### src/rtl/lowf_fir_mac_if.sv
// Stream, coefficient-ROM and result signals of the low-band FIR MAC stage.
// The master side is the queue/ROM/mixer environment; the slave side is the MAC.
interface lowf_fir_mac_if;
  logic               sequencing;
  logic signed [15:0] smpl_in;
  logic        [9:0]  coeff_addr;
  logic signed [15:0] coeff_in;
  logic signed [15:0] smpl_out;
  logic               valid_out;
  logic               abort;

  modport master (
    output sequencing, smpl_in, coeff_in,
    input  coeff_addr, smpl_out, valid_out, abort
  );

  modport slave (
    input  sequencing, smpl_in, coeff_in,
    output coeff_addr, smpl_out, valid_out, abort
  );
endinterface

### src/rtl/lowf_fir_mac.sv
// Serial multiply-accumulate FIR stage fed by the low-frequency sample queue.
// Optional macro LOWF_FIR_SAT_EN: saturate the 16-bit output instead of wrapping.
module lowf_fir_mac #(
  parameter int N_TAPS = 1021,
  parameter int ACC_W  = 42
) (
  input  logic           clk,
  input  logic           rst_n,
  lowf_fir_mac_if.slave  bus
);

  typedef enum logic [2:0] {
    S_IDLE,
    S_RUN,
    S_DRAIN,
    S_DONE,
    S_WAIT,
    S_ABORT
  } state_t;

  localparam logic [9:0] LAST_TAP = 10'(N_TAPS - 1);

  state_t                    state_q, state_d;
  logic        [9:0]         tap_q, tap_d;
  logic                      tap_v_q, tap_v_d;
  logic                      prod_v_q, prod_v_d;
  logic signed [31:0]        prod_q, prod_d;
  logic signed [ACC_W-1:0]   acc_q, acc_d;
  logic signed [ACC_W-1:0]   acc_sum;
  logic                      drain_q, drain_d;
  logic signed [15:0]        smpl_out_q, smpl_out_d;
  logic                      valid_out_q, valid_out_d;
  logic                      abort_q, abort_d;

`ifdef LOWF_FIR_SAT_EN
  localparam logic signed [ACC_W-16:0] OUT_MAX = (ACC_W-15)'(32767);
  localparam logic signed [ACC_W-16:0] OUT_MIN = -(ACC_W-15)'(32768);
  logic signed [ACC_W-16:0]  acc_shr;
`endif

  always_comb begin
    state_d     = state_q;
    tap_d       = tap_q;
    tap_v_d     = 1'b0;
    prod_v_d    = tap_v_q;
    prod_d      = 32'(bus.smpl_in) * 32'(bus.coeff_in);
    acc_sum     = acc_q + ACC_W'(prod_q);
    acc_d       = acc_q;
    drain_d     = 1'b0;
    smpl_out_d  = smpl_out_q;
    valid_out_d = 1'b0;
    abort_d     = 1'b0;

    case (state_q)
      S_IDLE: begin
        // Clearing here makes the first product of a pass overwrite old data.
        tap_d = '0;
        acc_d = '0;
        if (bus.sequencing) begin
          state_d = S_RUN;
          tap_d   = 10'd1;
          tap_v_d = 1'b1;
        end
      end
      S_RUN: begin
        if (prod_v_q) acc_d = acc_sum;
        if (bus.sequencing) begin
          tap_v_d = 1'b1;
          if (tap_q == LAST_TAP) state_d = S_DRAIN;
          else                   tap_d   = tap_q + 10'd1;
        end else begin
          state_d = S_ABORT;
          abort_d = 1'b1;
          tap_d   = '0;
          acc_d   = '0;
        end
      end
      S_DRAIN: begin
        if (prod_v_q) acc_d = acc_sum;
        drain_d = 1'b1;
        if (drain_q) begin
          state_d     = S_DONE;
          valid_out_d = 1'b1;
        end
      end
      S_DONE: begin
        if (bus.sequencing) begin
          state_d = S_WAIT;
        end else begin
          state_d = S_IDLE;
          tap_d   = '0;
        end
      end
      S_WAIT: begin
        if (!bus.sequencing) begin
          state_d = S_IDLE;
          tap_d   = '0;
        end
      end
      S_ABORT: begin
        acc_d   = '0;
        tap_d   = '0;
        state_d = bus.sequencing ? S_WAIT : S_IDLE;
      end
      default: begin
        state_d = S_IDLE;
        tap_d   = '0;
        acc_d   = '0;
      end
    endcase

    // The final product lands in acc_d on the same edge that raises valid_out.
`ifdef LOWF_FIR_SAT_EN
    acc_shr = acc_d[ACC_W-1:15];
    if (valid_out_d) begin
      if (acc_shr > OUT_MAX)      smpl_out_d = 16'sh7FFF;
      else if (acc_shr < OUT_MIN) smpl_out_d = -16'sh8000;
      else                        smpl_out_d = acc_shr[15:0];
    end
`else
    if (valid_out_d) smpl_out_d = acc_d[30:15];
`endif
  end

  always_ff @(posedge clk or negedge rst_n) begin
    if (!rst_n) begin
      state_q     <= S_IDLE;
      tap_q       <= '0;
      tap_v_q     <= 1'b0;
      prod_v_q    <= 1'b0;
      prod_q      <= '0;
      acc_q       <= '0;
      drain_q     <= 1'b0;
      smpl_out_q  <= '0;
      valid_out_q <= 1'b0;
      abort_q     <= 1'b0;
    end else begin
      state_q     <= state_d;
      tap_q       <= tap_d;
      tap_v_q     <= tap_v_d;
      prod_v_q    <= prod_v_d;
      prod_q      <= prod_d;
      acc_q       <= acc_d;
      drain_q     <= drain_d;
      smpl_out_q  <= smpl_out_d;
      valid_out_q <= valid_out_d;
      abort_q     <= abort_d;
    end
  end

  assign bus.coeff_addr = tap_q;
  assign bus.smpl_out   = smpl_out_q;
  assign bus.valid_out  = valid_out_q;
  assign bus.abort      = abort_q;

endmodule

### src/flat_wrapper.sv
// flat-port wrapper written by rule: the top's interface ports become plain ports
module lowf_fir_mac_flat 
#(
  parameter int N_TAPS = 1021,
  parameter int ACC_W  = 42
)
  (clk, rst_n, bus_sequencing, bus_smpl_in, bus_coeff_in, bus_coeff_addr, bus_smpl_out, bus_valid_out, bus_abort);
  lowf_fir_mac_if bus_i ();
  input  logic clk;
  input  logic rst_n;
  input wire logic [$bits(bus_i.sequencing)-1:0] bus_sequencing;
  input wire logic [$bits(bus_i.smpl_in)-1:0] bus_smpl_in;
  input wire logic [$bits(bus_i.coeff_in)-1:0] bus_coeff_in;
  output wire logic [$bits(bus_i.coeff_addr)-1:0] bus_coeff_addr;
  output wire logic [$bits(bus_i.smpl_out)-1:0] bus_smpl_out;
  output wire logic [$bits(bus_i.valid_out)-1:0] bus_valid_out;
  output wire logic [$bits(bus_i.abort)-1:0] bus_abort;
  assign bus_i.sequencing = bus_sequencing;
  assign bus_i.smpl_in = bus_smpl_in;
  assign bus_i.coeff_in = bus_coeff_in;
  assign bus_coeff_addr = bus_i.coeff_addr;
  assign bus_smpl_out = bus_i.smpl_out;
  assign bus_valid_out = bus_i.valid_out;
  assign bus_abort = bus_i.abort;
  lowf_fir_mac #(.N_TAPS(N_TAPS), .ACC_W(ACC_W)) u_core (.clk(clk), .rst_n(rst_n), .bus(bus_i));
endmodule
### config.mk
export PLATFORM = sky130hd
export DESIGN_NAME = lowf_fir_mac_flat
export DESIGN_NICKNAME = d
export VERILOG_FILES = /design/src/rtl/lowf_fir_mac_if.sv /design/src/rtl/lowf_fir_mac.sv /design/src/flat_wrapper.sv
export SDC_FILE = /design/constraint.sdc
export NUM_CORES = 1
export LEC_CHECK = 0
export ABC_AREA = 1
export BUFFER_PORTS_ARGS = -buffer_cell sky130_fd_sc_hd__buf_2
export CAP_MARGIN = 10
export CORE_MARGIN = 10
export CORE_UTILIZATION = 50
export DETAILED_ROUTE_END_ITERATION = 6
export GPL_TIMING_DRIVEN = 0
export PLACE_DENSITY = 0.67
export SLEW_MARGIN = 20
export SYNTH_ARGS = -nofsm -noshare
export SYNTH_HDL_FRONTEND = slang
export SYNTH_SLANG_ARGS = --single-unit
export TNS_END_PERCENT = 10
### constraint.sdc
create_clock -name clk -period 2.35 [get_ports clk]
set_input_delay 0.235 -clock clk [delete_from_list [all_inputs] [get_ports clk]]
set_output_delay 0.235 -clock clk [all_outputs]
set_load 0.005 [all_outputs]
* Yosys cells after proc, flatten, opt, wreduce, memory -nomap -nowiden *
Index checks and enable logic that the tools add are counted.

word-level totals
  logic and storage cells = 55
  bits in latches = 0
  input port bits = 35
  register bits after elaboration = 108
  memories kept = 0
  memory bits (read-only) = 0
  bits in writable memories = 0

operators by class
  magnitude comparators = 0
  equality and inequality tests = 12
  muxes and demuxes = 22
  bitwise logic cells = 1
  shift operators = 0
  multiply operators = 1
  add/sub/neg operators = 2
  reduce and logical (&&, ||, !) cells = 6
  divide/modulo/power cells = 0

operators by type and width
  kind                     count
  $pmux W42 S3             1
  $mux W42                 2
  $add A42 B32 Y42         1
  $pmux W10 S4             1
  $mul A16 B16 Y32         1
  $mux W10                 3
  $mux W3                  6
  $pmux W3 S5              1
  $add A10 B1 Y10 const B  1
  $eq A10 B10 Y1 const B   1
  $mux W1                  8
  $eq A3 B2 Y1 const B     2
  $eq A3 B3 Y1 const B     2
  $ne A2 B2 Y1 const B     3
  $reduce_or A2 Y1         3
  $reduce_and A4 Y1        1
  $eq A3 B1 Y1 const B     1
  $logic_not A3 Y1         1
  $ne A3 B2 Y1 const B     1
  $ne A3 B3 Y1 const B     1
  $reduce_and A3 Y1        1
  $ne A2 B1 Y1 const B     1
  $not A1 Y1               1

* Longest topological paths before layout *
  depth after elaboration = 4
  gate-level depth with buffers = 28
  mapped depth without buffers = 26

* Worst setup path after synthesis *
No wires, ideal clock.

  path kind = input port to flip-flop
  from = input bus_coeff_in[6]
  to = register u_core.prod_q[30]
  path slack = -3.186 ns
  cell stages on the path = 22
  setup time = 0.116 ns
  arrival time = 5.420 ns
  path through = clkbuf_1 > clkbuf_1 > nand2_1 > inv_1 > fa_1 > fa_1 > inv_1 > fa_1 > inv_1 > fa_1 > fa_1 > inv_1 > fa_1 > inv_1 > ha_1 > nand2_1 > nor2_1 > nand2_1 > o2111ai_1 > nor2_1 > nand3_1 > nand2_1

between the ends
  word-level cells in the longest chain between the ends = 1

RTL lines
  element                RTL line             source
  start, declared        flat_wrapper.sv:13   input wire logic [$bits(bus_i.coeff_in)-1:0] bus_coeff_in;
  $mul A16 B16 Y32       lowf_fir_mac.sv:46   prod_d = 32'(bus.smpl_in) * 32'(bus.coeff_in);
  via u_core.prod_d[30]  lowf_fir_mac.sv:27   logic signed [31:0] prod_q, prod_d;
  end signal, assigned   lowf_fir_mac.sv:142  prod_q <= prod_d;
  end, declared          lowf_fir_mac.sv:27

The timed path passes the listed nets, and every way through them passes these cells.
A chain may end at the register's enable or synchronous reset.

* Worst setup path in the final report *
  from = input bus_coeff_in[4]
  to = register u_core.prod_q[28]

Same word-level chain as after synthesis.

==> flow_metrics.py <==
metrics = {
    "clock_tree": {
        "clock_latency_ps": 350,
        "cts_max_path_buffers": 2,
        "cts_root_buf": "clkbuf_16",
        "clk_pin_slew_ps": 60,
        "cts_made_buffers": 9,
        "tritoncts": "done",
        "cts.sink_count": 96,
        "htree_levels": 3,
    },
    "setup_path": {
        "start_kind": "primary input",
        "cp_max_fo": 10,
        "cp.required_ps": 2580,
        "cp.arrival_ps": 5260,
        "reg2reg_slack_ps": -10,
        "critical_path_class": "in2reg",
        "endpoint_kind": "register",
    },
    "timing": {
        "slew_violations": 0,
        "worst_slack_ps": -2683,
        "hold_viol_final": 0,
        "period_share": 2.142,
        "fin_skew_ps": 10.65,
        "finalSetupViolCount": 27,
        "max_freq_ghz": 0.1987,
        "tns_ps": -55260,
        "rsz0062_at_grt": "true",
        "tightest_slew_ps": 654.4,
        "relSlewSlack": 0.5637,
        "final.min_clock_period_ps": 5033,
    },
    "placed_design": {
        "place.gp.congestion": 0.9627,
        "numPortBuffers": 39,
        "place_hpwl_microns": 34710,
    },
    "synth": {
        "synth_edf_count": 0,
        "netlist-cell-type-count": 50,
        "syn_avg_cell_area_sq_um": 7.688,
        "synthCells": 2046,
        "seq_area_frac_synth": 0.1527,
        "synth_warnings": 0,
        "synthesis.area_sq_um": 15730,
        "synth_ff_type": "dfrtp_1",
        "synth_seq_cells": 96,
        "synth.net_count": 2450,
        "ys_async_sr_fraction": 1.000,
    },
    "detailed_routing": {
        "final_antenna_net_count": 0,
        "drc": 0,
        "drt_wl_total_microns": 43000,
        "via_count": 13010,
        "first_pass_iters": 5,
        "drt_iter0_markers": 848,
        "wire_per_inst_microns": 16.81,
        "viasPerCell": 5.084,
    },
    "min_path": {
        "min_path_type": "in2reg",
    },
    "die": {
        "dieArea_sq_um": 38950,
        "die_h_microns": 197.4,
        "die_x_microns": 197.4,
        "io_pins": 63,
        "std_cell_rows": 64,
        "start_util": 0.5102,
        "placeableCoreArea_sq_um": 30830,
    },
    "grt": {
        "grt_pass1_vias": 14030,
        "grt_max_degree": 56,
        "grt_antenna_before_repair": 0,
        "track_usage": 0.2292,
        "grt-ovfl-total": 0,
        "grt_pass1_wl_microns": 71450,
    },
    "final_layout": {
        "syn_to_final_growth_pct": 20.67,
        "antenna_cells": 0,
        "nNetsFinal": 2562,
        "drive_above_1_share": 0.1725,
    },
    "outcome": {
        "outcome": "complete, but fails checks",
        "violations": "setup timing",
    },
    "run": {
        "maxCapViolations": 0,
    },
}
-- cell families after synthesis --
| family | Yosys count | synth area share |
|---|---|---|
| multiplexers | 2 | 0.001273 |
| flip-flops | 96 | 0.1527 |
| XOR/XNOR | 41 | 0.02283 |
| adder cells (fa/ha/maj) | 369 | 0.4162 |
| buffers and inverters | 601 | 0.1453 |
| AND/OR/NAND/NOR | 778 | 0.2038 |
| AO/OA/AOI/OAI | 159 | 0.05791 |
-- layer usage --
layer,vias up,global-route usage,share of wire
met5,-,0,0
met4,0,0.06950,0.029
met3,81,0.02419,0.049
met2,374,0.4061,0.50
met1,6345,0.2886,0.43
li1,6206,-,-
-- critical path: stages --
cell	delay, ps
clkbuf_8	160
clkbuf_16	180
nand2_1	60
inv_1	50
fa_1	520
inv_1	60
fa_1	470
inv_1	60
fa_1	530
fa_1	460
fa_1	500
inv_1	50
fa_1	470
inv_1	60
ha_4	310
nand2_4	70
inv_2	60
nand2_2	70
nor3_4	180
nand4_1	140
nand3_2	140
a21o_1	180
a21oi_2	70
xor2_1	160
-- layout make-up --
type | instances | area [sq um]
Multi-Input combinational cell | 1349 | 11790
Clock inverter | 6 | 115.1
Buffer | 68 | 1106
Clock buffer | 9 | 225.2
Tap cell | 396 | 495.5
Fill cell | 2642 | 11850
Timing Repair Buffer | 101 | 837.1
Sequential cell | 96 | 2402
Inverter | 533 | 2012
-- flip-flops by register name, indices dropped and copies added, names as in the netlist --
signal                 cells
u_core.acc_q              31
u_core.prod_q             31
u_core.bus.smpl_out       16
u_core.bus.coeff_addr     10
u_core.state_q             3
u_core.bus.abort           1
u_core.bus.valid_out       1
u_core.drain_q             1
u_core.prod_v_d            1
u_core.prod_v_q            1
-- Yosys cell counts, types with 3 or more instances --
cell | number | area (sq um)
nand2_1 | 535 | 2008
o21ai_2 | 4 | 35.03
nor2_1 | 118 | 442.9
nand2_2 | 11 | 68.82
o22ai_1 | 3 | 18.77
o21ai_1 | 4 | 20.02
xnor2_1 | 12 | 105.1
nor3_1 | 11 | 55.05
o21ai_0 | 42 | 210.2
o211ai_1 | 7 | 52.55
dfrtp_1 | 96 | 2402
nand3_1 | 52 | 260.3
a21oi_1 | 68 | 340.3
buf_2 | 6 | 30.03
inv_2 | 4 | 15.01
or2_2 | 11 | 68.82
xor2_1 | 29 | 254.0
a21o_1 | 7 | 52.55
clkbuf_1 | 57 | 214.0
nor2_2 | 10 | 62.56
ha_1 | 112 | 1401
inv_1 | 527 | 1978
o21bai_1 | 8 | 60.06
fa_1 | 257 | 5145
nand4_1 | 12 | 75.07
nor4_1 | 3 | 18.77
a31oi_1 | 6 | 37.54
-- worst paths after layout --
kind / start / to / depth (start not counted)
worst max-delay path: bus_coeff_in[4] / u_core.prod_q[28] / 24
worst min-delay path: bus_sequencing / u_core.bus.abort / 2
worst max register to register: u_core.acc_q[0] / u_core.bus.smpl_out[13] / 18
worst min register to register: u_core.prod_v_d / u_core.prod_v_q / 0
max in group asynchronous: rst_n / u_core.prod_q[30] / 3
min in group asynchronous: rst_n / u_core.bus.coeff_addr[1] / 2
-- metrics by stage --
step	instance area [sq um]	utilization	hold slack [ps]	std cells	worst slack, ps
after floorplan	16210	-	-60.59	2046	-2725
after global placement	16900	0.5482	336.8	2481	-3850
after detailed placement	16940	0.5493	165.0	2482	-3887
after CTS	18730	0.6077	142.3	2551	-2633
after global routing	18980	0.6157	163.6	2558	-2821
final	18980	0.6157	154.5	2558	-2683
-- cell usage in the layout, fill, tap and decap left out, types with 28 or more instances in the layout --
cell / n
nand3_1: 46
ha_4: 31
inv_2: 28
xor2_1: 28
nand2_2: 32
a21oi_1: 49
buf_4: 53
nand2_1: 510
fa_1: 240
clkbuf_16: 41
inv_1: 501
o21ai_0: 33
buf_2: 36
dfrtp_1: 96
ha_1: 74
nor2_1: 112
-- timing repair --
item,in CTS,in global routing
endpoints found under the hold margin,41,0
resized for setup,198,54
endpoints found under the setup margin,35,51
pin swaps,92,25
setup buffers,50,7
cloned,3,0
hold buffers,1,0
Power is left out: the tool's default activity adds up to more than one toggle a clock period on the data nets, which glitch-free logic cannot reach.
